<file path="config.mk">
export PLATFORM = sky130hd
export DESIGN_NAME = jr_redirect_ctrl
export DESIGN_NICKNAME = d
export VERILOG_FILES = /design/src/rtl/jr_redirect_ctrl.sv
export SDC_FILE = /design/constraint.sdc
export NUM_CORES = 1
export LEC_CHECK = 0
export CORE_MARGIN = 1
export CORE_UTILIZATION = 40
export DETAILED_ROUTE_END_ITERATION = 8
export GPL_ROUTABILITY_DRIVEN = 1
export PLACE_DENSITY_LB_ADDON = 0.2
export SYNTH_ARGS = -nofsm -noshare
export SYNTH_HDL_FRONTEND = slang
export SYNTH_SLANG_ARGS = --single-unit
</file>
<file path="constraint.sdc">
create_clock -name Clk -period 2.4 [get_ports Clk]
set_input_delay 0.48 -clock Clk [delete_from_list [all_inputs] [get_ports Clk]]
set_output_delay 0.48 -clock Clk [all_outputs]
set_load 0.005 [all_outputs]
</file>
<file path="src/rtl/jr_redirect_ctrl.sv">
// jr_redirect_ctrl
//   Resolves a register-indirect jump (jr) sitting in ID. While the rs
//   operand is still being produced by an older instruction in EX or MEM the
//   front end is stalled. Once the operand is available the word-aligned
//   target is captured and, one cycle later, the PC is redirected and IF/ID
//   is flushed.
//
// Ports
//   Clk, Reset_n              clock, asynchronous active-low reset
//   JrValid_ID                a jr occupies ID
//   JrRs_ID, ReadData1_ID     rs index of the jr and its register-file data
//   RegWrite_EX/MEM           write enables of the instructions in EX / MEM
//   WriteReg_EX/MEM           destination registers of EX / MEM
//   BranchTaken_EX            an older branch redirects the PC this cycle
//   Stall                     hold PC and IF/ID, bubble into ID/EX
//   PCSelJr                   PC loads JrTarget at the next edge
//   JrTarget                  registered, word-aligned jump target
//   Flush_IFID                zero the IF/ID register
//   JrAddrErr                 one-cycle pulse: captured target was misaligned
//   JrStallCnt                saturating count of Stall cycles

module jr_redirect_ctrl (
    input  logic        Clk,
    input  logic        Reset_n,
    input  logic        JrValid_ID,
    input  logic [4:0]  JrRs_ID,
    input  logic [31:0] ReadData1_ID,
    input  logic        RegWrite_EX,
    input  logic        RegWrite_MEM,
    input  logic [4:0]  WriteReg_EX,
    input  logic [4:0]  WriteReg_MEM,
    input  logic        BranchTaken_EX,
    output logic        Stall,
    output logic        PCSelJr,
    output logic [31:0] JrTarget,
    output logic        Flush_IFID,
    output logic        JrAddrErr,
    output logic [15:0] JrStallCnt
);

    typedef enum logic [1:0] {
        StIdle,
        StWait,
        StRedir
    } state_e;

    state_e      r_state;
    state_e      w_state_nxt;
    logic [31:0] r_target;
    logic        r_addr_err;
    logic [15:0] r_stall_cnt;
    logic        w_hazard;
    logic        w_stall;
    logic        w_capture;

    // WB writers are not hazards: the register file is write-first.
    assign w_hazard = (JrRs_ID != 5'd0) &&
                      ((RegWrite_EX  && (WriteReg_EX  == JrRs_ID)) ||
                       (RegWrite_MEM && (WriteReg_MEM == JrRs_ID)));

    always_comb begin
        w_state_nxt = r_state;
        w_stall     = 1'b0;
        w_capture   = 1'b0;
        case (r_state)
            StIdle: begin
                // A jr behind a taken branch is younger and will be flushed.
                if (JrValid_ID && !BranchTaken_EX) begin
                    w_stall = 1'b1;
                    if (w_hazard) begin
                        w_state_nxt = StWait;
                    end else begin
                        w_capture   = 1'b1;
                        w_state_nxt = StRedir;
                    end
                end
            end
            StWait: begin
                if (BranchTaken_EX || !JrValid_ID) begin
                    w_state_nxt = StIdle;
                end else begin
                    w_stall = 1'b1;
                    if (!w_hazard) begin
                        w_capture   = 1'b1;
                        w_state_nxt = StRedir;
                    end
                end
            end
            StRedir: begin
                w_state_nxt = StIdle;
            end
            default: begin
                w_state_nxt = StIdle;
            end
        endcase
    end

    always_ff @(posedge Clk or negedge Reset_n) begin
        if (!Reset_n) begin
            r_state     <= StIdle;
            r_target    <= 32'd0;
            r_addr_err  <= 1'b0;
            r_stall_cnt <= 16'd0;
        end else begin
            r_state <= w_state_nxt;
            if (w_capture) begin
                r_target   <= {ReadData1_ID[31:2], 2'b00};
                r_addr_err <= (ReadData1_ID[1:0] != 2'b00);
            end
            if (w_stall && (r_stall_cnt != 16'hFFFF)) begin
                r_stall_cnt <= r_stall_cnt + 16'd1;
            end
        end
    end

    // Stall is combinational from ID inputs; gate it so reset forces it low.
    assign Stall      = w_stall && Reset_n;
    assign PCSelJr    = (r_state == StRedir);
    assign Flush_IFID = (r_state == StRedir);
    assign JrAddrErr  = (r_state == StRedir) && r_addr_err;
    assign JrTarget   = r_target;
    assign JrStallCnt = r_stall_cnt;

endmodule

</file>
# After elaboration in Yosys (flattened, before gate mapping)
# Cells that the tools add are included.
# totals
rom_bits	0
register_bits	49
inputBits	53
mem_bits_rw	0
out_inout_bits	52
wordCells	39
n_memories	0
latch_bits	0
# classes
bitwise_logic	0
n_mux	12
shift	0
reduce_logical	15
div_mod_pow	0
multipliers	0
order_cmp	0
eq_ne	7
add_sub_neg	1
# op_table
cell	count
$add 16x1->16 const B	1
$ne 16x16->1 const B	1
$eq 5x5->1	2
$mux 2	4
$logic_and 1x1->1	7
$mux 1	5
$reduce_bool 5->1	1
$pmux 1 s2	2
$pmux 2 s2	1
$ne 3x3->1 const B	1
$eq 2x1->1 const B	1
$eq 2x2->1 const B	1
$logic_not 1->1	2
$logic_not 2->1	1
$logic_or 1x1->1	2
$ne 2x2->1 const B	1
$reduce_and 2->1	1
$reduce_bool 2->1	1

# Logic depth before layout (Yosys ltp)
# Gate-level depths: netlist (run 1).
# logic_depth
ltp_word	7
ltp_mapped	6
ltp_nobuf	6

# Least setup slack after synthesis (run 1)
# No wires, ideal clock.
# synth_path
path_kind	input -> register
start	input port BranchTaken_EX
end	register r_stall_cnt[14], in the netlist JrStallCnt[14]
required_time_ps	2321
t_arrival_ps	1728
setup_time_ps	79
n_path_buf	0
setup_slack_ps	593
cell_stages	5
path_cell_list	or3b_1 or3_1 o21bai_1 nor3_2 xor2_1
# synth_via
elab_chain_cells	5
word_cells_on_any_way	7
classes_between	3 x mux; 4 x reduce/logical
# synth_lines
item	line_no	text
start, declared	32	input logic BranchTaken_EX,
$logic_not 1->1	68	if (JrValid_ID && !BranchTaken_EX) begin
$logic_and 1x1->1	68	
$mux 1	68	
$pmux 1 s2 (*)	65	case (r_state)
$logic_and 1x1->1 (*)	110	if (w_stall && (r_stall_cnt != 16'hFFFF)) begin
end signal, assigned	111	r_stall_cnt <= r_stall_cnt + 16'd1;
end, declared	51	logic [15:0] r_stall_cnt;
# Every way passes the cells marked *; elsewhere a longest branch is shown, timed or not.
# A chain may end at the register's enable or synchronous reset.

# Worst setup path after layout (run 1)
# layout_path
start	input port JrValid_ID
end	output port Stall
# layout_via
elab_chain_cells	5
word_cells_on_any_way	7
classes_between	3 x mux; 4 x reduce/logical
# layout_lines
item	line_no	text
start, declared	25	input logic JrValid_ID,
$logic_not 1->1	79	if (BranchTaken_EX || !JrValid_ID) begin
$logic_or 1x1->1	79	
$mux 1	79	
$pmux 1 s2 (*)	65	
$logic_and 1x1->1 (*)	117	assign Stall = w_stall && Reset_n;
end, declared	33	output logic Stall,
# Marks and branches as above.

==> results of run 1 <==
-- final cells by class --
type                            instances  area, um^2  share of cell area
Clock buffer                            7        86.3              0.0258
Tap cell                               70        87.6              0.0261
Inverter                                3        11.3             0.00336
Timing Repair Buffer                  105        1050               0.314
Sequential cell                        49        1230               0.366
Multi-Input combinational cell        104         888               0.265
-- power breakdown --
group	internal [mW]	switching, mW	total (mW)
Sequential	0.970	0.116	1.09
Clock	0.229	0.243	0.472
Combinational	0.451	0.192	0.643
-- per-stage QoR --
step | hold WS [ps] | power, mW
after floorplan | 184 | 1.30
after global placement | 466 | 1.74
after detailed placement | 478 | 1.75
after CTS | 336 | 2.23
after global routing | 359 | 2.33
final | 296 | 2.20
-- cell usage in the layout, fill, tap and decap left out, types with 2 or more instances in the layout --
master,instances
clkdlybuf4s50_1,101
dfrtp_1,49
mux2_2,28
xnor2_1,18
nand3_1,8
nor2_1,6
nand2_1,6
nand4_1,6
xor2_1,6
clkbuf_8,6
inv_1,3
mux2_1,3
and2_1,2
and3_1,2
nor2_2,2
conb_1,2
buf_4,2
-- what timing repair did --
item,4_1_cts,5_1_grt
gates resized for setup,0,1
hold buffers,0,0
endpoints found under the setup margin,0,1
-- cells in the mapped netlist --
master,n,area share
mux2i_1,1,0.0047
o41ai_4,1,0.013
nand4_2,1,0.0058
nor4_2,1,0.0058
conb_1,1,0.0017
nand4_1,6,0.017
o22ai_1,1,0.0029
inv_1,3,0.0052
o21a_1,1,0.0035
or3b_1,1,0.0041
ha_1,1,0.0058
o21bai_1,1,0.0035
nand3_1,8,0.019
xor2_1,6,0.024
nor2_1,6,0.010
nor3_1,1,0.0023
nor3_2,1,0.0047
or3_1,1,0.0029
xnor2_1,18,0.073
a21oi_2,1,0.0041
and3_1,2,0.0058
buf_2,3,0.0070
nand2_1,6,0.010
mux2_2,28,0.15
buf_4,3,0.010
nor2b_1,1,0.0029
nor3b_1,1,0.0035
nor2_2,2,0.0058
and2_1,2,0.0058
dfrtp_1,49,0.57
mux2_1,3,0.016
-- critical path: stages --
cell	delay (ps)
clkdlybuf4s50_1	490
nor3b_2	220
and2_1	150
clkdlybuf4s50_1	500
-- layer usage --
layer	up-vias	wire [um]
met1	768	1870
met4	0	54
met3	6	297
li1	764	-
met2	60	2440
met5	-	0
-- worst max path at each step --
stage / slack [ps] / end / cells past startpoint / startpoint
2_1_floorplan: 590 / JrStallCnt[14]$_DFFE_PN0P_ / 5 / BranchTaken_EX
3_3_place_gp: 50 / Stall / 4 / JrValid_ID
3_5_place_dp: 50 / JrTarget[14]$_DFFE_PN0P_ / 7 / JrRs_ID[3]
4_1_cts: 50 / Stall / 4 / JrValid_ID
5_1_grt: 40 / Stall / 4 / JrValid_ID
6_report: 80 / Stall / 4 / JrValid_ID
-- cell families after synthesis --
kind of cell,after synthesis
other,1
buffers and inverters,9
flip-flops,49
AO/OA/AOI/OAI,5
AND/OR/NAND/NOR,40
adder cells (fa/ha/maj),1
XOR/XNOR,24
multiplexers,32
-- registers in the layout (all words and copies together) (netlist names) --
signal,flops
JrStallCnt,16
JrTarget,30
r_addr_err,1
r_state,2
==> flow_summary.toml, run 1 <==
[route]
vias_per_cell = 4.73
drtPass1Iterations = 4
drt_iter0_drc = 58
drc = 0
vias = 1598
finalWirelength_mm = 4.67
wl_per_cell_um = 13.8
final_antenna_net_count = 0

[power_and_ir_drop]
powerDensity_nw_per_um2 = 657
p_leak_nw = 1.38
vdd_ir_drop_max_mv = 0.438

[clock_tree]
clock_path_buffers = 2
clk_latency_ps = 280
htree_levels = 2
clk_pin_slew_worst_paths_ps = 80
cts-root-buf = "clkbuf_8"
cts_made_buffers = 5
cts_tree = "yes"
cts_setup_buffers = 0
cts_sinks = 49

[layout]
drive_gt1_frac = 0.172
synthToLayoutAreaGrowth_pct = 56.1
fin_util = 0.652
fill_cells = 449
design_area_um2 = 3350
num_antenna_cells = 0
finalNonFillerCells = 338
nets = 322

[logic_synthesis]
ys_seq_elements = 49
synth_top_family_by_area = "multiplexers"
synth_xor_area_frac = 0.0979
synthSimpleGateAreaFrac = 0.107
ys_seq_area_frac = 0.571
netlist_instances = 161
synth_area_um2 = 2150
synth_compound_area_frac = 0.0268
avgSynthCellArea_um2 = 13.3
yosysWarnings = 0
ys_types = 31
synthMuxAreaShare = 0.167
synthAdderAreaFrac = 0.00583

[grt]
grt_pass1_wl_mm = 7.25
grtUsageMet3 = 0.0629
grtUsageMet1 = 0.194
met2_usage = 0.302
grt.total_usage = 0.171
grt_max_degree = 50
grt_pass1_vias = 1606
busiest_layer = "met2"
antenna_found_initial = 0
overflow = 0

[critical_path]
rrSetupSlack_ps = 480
rr_worst_depth = 4
r2r_end = "JrStallCnt[1]$_DFFE_PN0P_"
cp_max_fo = 2
critPathCaptureType = "primary output"
critical_path_class = "in2out"
worstPathRequired_ps = 1920
arrival_ps = 1840
r2r_start = "JrStallCnt[0]$_DFFE_PN0P_"
critPathLaunchType = "primary input"

[timing]
final.setup_skew_ps = 3.08
fin_crit_sh = 0.967
maxSlewViolCount = 0
fin_crit_ps = 2320
tightest_slew_ps = 603
rsz0062_at_grt = "no"
fmax_mhz = 431
max_slew_margin = 0.598
setup_tns_ps = 0
final.setup.worst_slack_ps = 79.5
finalSetupViolations = 0
hold_viol_final = 0

[die]
start_util = 0.418
fp-row-count = 26
die_w_um = 75.3
dieArea_um2 = 5660
core-area_um2 = 5140
io_pins = 105
fp.dieH_um = 75.3

[min_path]
hp-class = "in2async"

[placement]
portBuffers = 102
placed_cells = 331
place_congestion = 0.822
place_ws_ps = 46.1
dpl_cell_area_um2 = 3260
dp_hpwl_mm = 3.46

[outcome]
status = "finished clean"

[flow_run]
drv_cap = 0
Power figures use the tool's default switching activity.
==> run 2: changes to the inputs <==
Settings changed: SETUP_SLACK_MARGIN set to 0.2.
==> run 2 against run 1 <==
Compared with the run above:
- hold slack improved by 2.8 ps
- wire length increased by 3.0%
- global-route usage increased by 0.37 points
- cell count increased by 2.4%
- power increased by 0.60%
- combinational power increased by 2%
==> flow_summary.toml, run 2 (synthesis gave the netlist of run 1 again) <==
[die]
fp.dieH_um = 75.3
dieArea_um2 = 5660
start_util = 0.418
die_w_um = 75.3
fp-row-count = 26
io_pins = 105
core-area_um2 = 5140

[layout]
largest_reg_flops = 30
drive_gt1_frac = 0.196
mostFrequentLayoutCells = "clkdlybuf4s50_1 (98), dfrtp_1 (49), mux2_2 (28)"
nets = 330
layout_commonest_cell = "clkdlybuf4s50_1"
finalNonFillerCells = 346
design_area_um2 = 3430
synthToLayoutAreaGrowth_pct = 59.7
num_antenna_cells = 0

[power_and_ir_drop]
p_leak_nw = 1.45
internal_power_mw = 1.66
vdd_ir_drop_max_mv = 0.440
p_sw_uw = 556
p_clk_frac = 0.213
power_frac_seq = 0.490
sw_frac_of_total = 0.251
powerDensity_nw_per_um2 = 646
share_comb_of_total_power = 0.296

[critical_path]
worstPathRequired_ps = 1920
cp_max_fo = 3
cpPeakStageDelay_ps = 520
rrSetupSlack_ps = 340
critPathLaunchType = "flop"
critical_path_class = "reg2out"
worstPathCellList = "nor2b_1 > and2_1 > clkdlybuf4s50_1"
critPathSlowestCell = "clkdlybuf4s50_1"
arrival_ps = 1650
critPathCaptureType = "primary output"

[route]
drt_iter0_drc = 38
drtPass1Iterations = 4
vias = 1614
final_antenna_net_count = 0
wl_per_cell_um = 13.9
drc = 0
vias_per_cell = 4.66
finalWirelength_mm = 4.80

[grt]
grtUsageMet1 = 0.196
met2_usage = 0.313
grt.total_usage = 0.175
overflow = 0
antenna_found_initial = 0
grt_max_degree = 50
busiest_layer = "met2"
grtUsageMet3 = 0.0629
grt_pass1_wl_mm = 7.40
grt_pass1_vias = 1642

[clock_tree]
clk_pin_slew_worst_paths_ps = 80
cts-root-buf = "clkbuf_8"
hold_buffers = 0
cts_made_buffers = 5
cts_tree = "yes"
cts_sinks = 49
htree_levels = 2
clk_latency_ps = 280
clock_path_buffers = 2

[timing]
fin_crit_sh = 0.888
final.setup_skew_ps = 2.38
setup_tns_ps = 0
tightest_slew_ps = 605
hold_viol_final = 0
fin_crit_ps = 2130
maxSlewViolCount = 0
fmax_mhz = 469
max_slew_margin = 0.597
finalSetupViolations = 0
rsz0062_at_grt = "yes"

[outcome]
status = "finished clean"

[placement]
dp_hpwl_mm = 3.46
dpl_cell_area_um2 = 3260
placed_cells = 331
portBuffers = 102
place_congestion = 0.822

[flow_run]
drv_cap = 0

[min_path]
hp-class = "in2async"
-- run 2: power by group through the flow --
stage	registers, mW	clock network [mW]	logic (mW)
4_1_cts	1.09	0.495	0.658
5_1_grt	1.11	0.519	0.713
6_report	1.09	0.473	0.656
3_3_place_gp	1.10	0	0.640
3_5_place_dp	1.10	0	0.648
2_1_floorplan	1.10	0	0.201
-- run 2: per-layer routing --
layer | vias to the layer above | wire length (um)
li1 | 779 | -
met1 | 777 | 1920
met2 | 52 | 2540
met3 | 6 | 288
met4 | 0 | 54
met5 | - | 0
-- run 2: final cells by class --
type,instances,area (um^2)
fill,439,1710
sequential,49,1230
timing repair buffer,113,1110
multi-input combinational,104,903
tap,70,87.6
clock buffer,7,86.3
inverter,3,11.3
-- run 2: critical path: cells and delay by family (launching register included) --
family                 cells  cell delay, ps
and+or+nand+nor            2             440
buffers and inverters      1             520
DFF                        1             410
-- run 2: timing repair --
action	in CTS	in global routing
pin swaps	1	4
resized for setup	2	4
setup buffers	4	4
endpoints found under the setup margin	1	3
-- run 2: per-stage QoR --
step / utilization / power [mW] / setup slack (ps) / hold slack, ps
final: 0.667 / 2.21 / 268 / 299
after global routing: 0.667 / 2.34 / 185 / 359
after CTS: 0.657 / 2.24 / 190 / 336
after detailed placement: 0.634 / 1.75 / 46.1 / 478
after global placement: 0.634 / 1.74 / 45.8 / 466
after floorplan: - / 1.30 / 593 / 184
-- run 2: final timing paths --
path | startpoint | endpoint | cells past startpoint
worst max-delay path | r_state[1]$_DFFE_PN0P_ | JrAddrErr | 3
worst min-delay path | Reset_n | JrStallCnt[12]$_DFFE_PN0P_ | 2
worst max register to register | JrStallCnt[0]$_DFFE_PN0P_ | JrStallCnt[1]$_DFFE_PN0P_ | 6
worst min register to register | JrTarget[15]$_DFFE_PN0P_ | JrTarget[15]$_DFFE_PN0P_ | 1
max in group asynchronous | Reset_n | JrStallCnt[0]$_DFFE_PN0P_ | 2
min in group Clk | JrTarget[15]$_DFFE_PN0P_ | JrTarget[15]$_DFFE_PN0P_ | 1
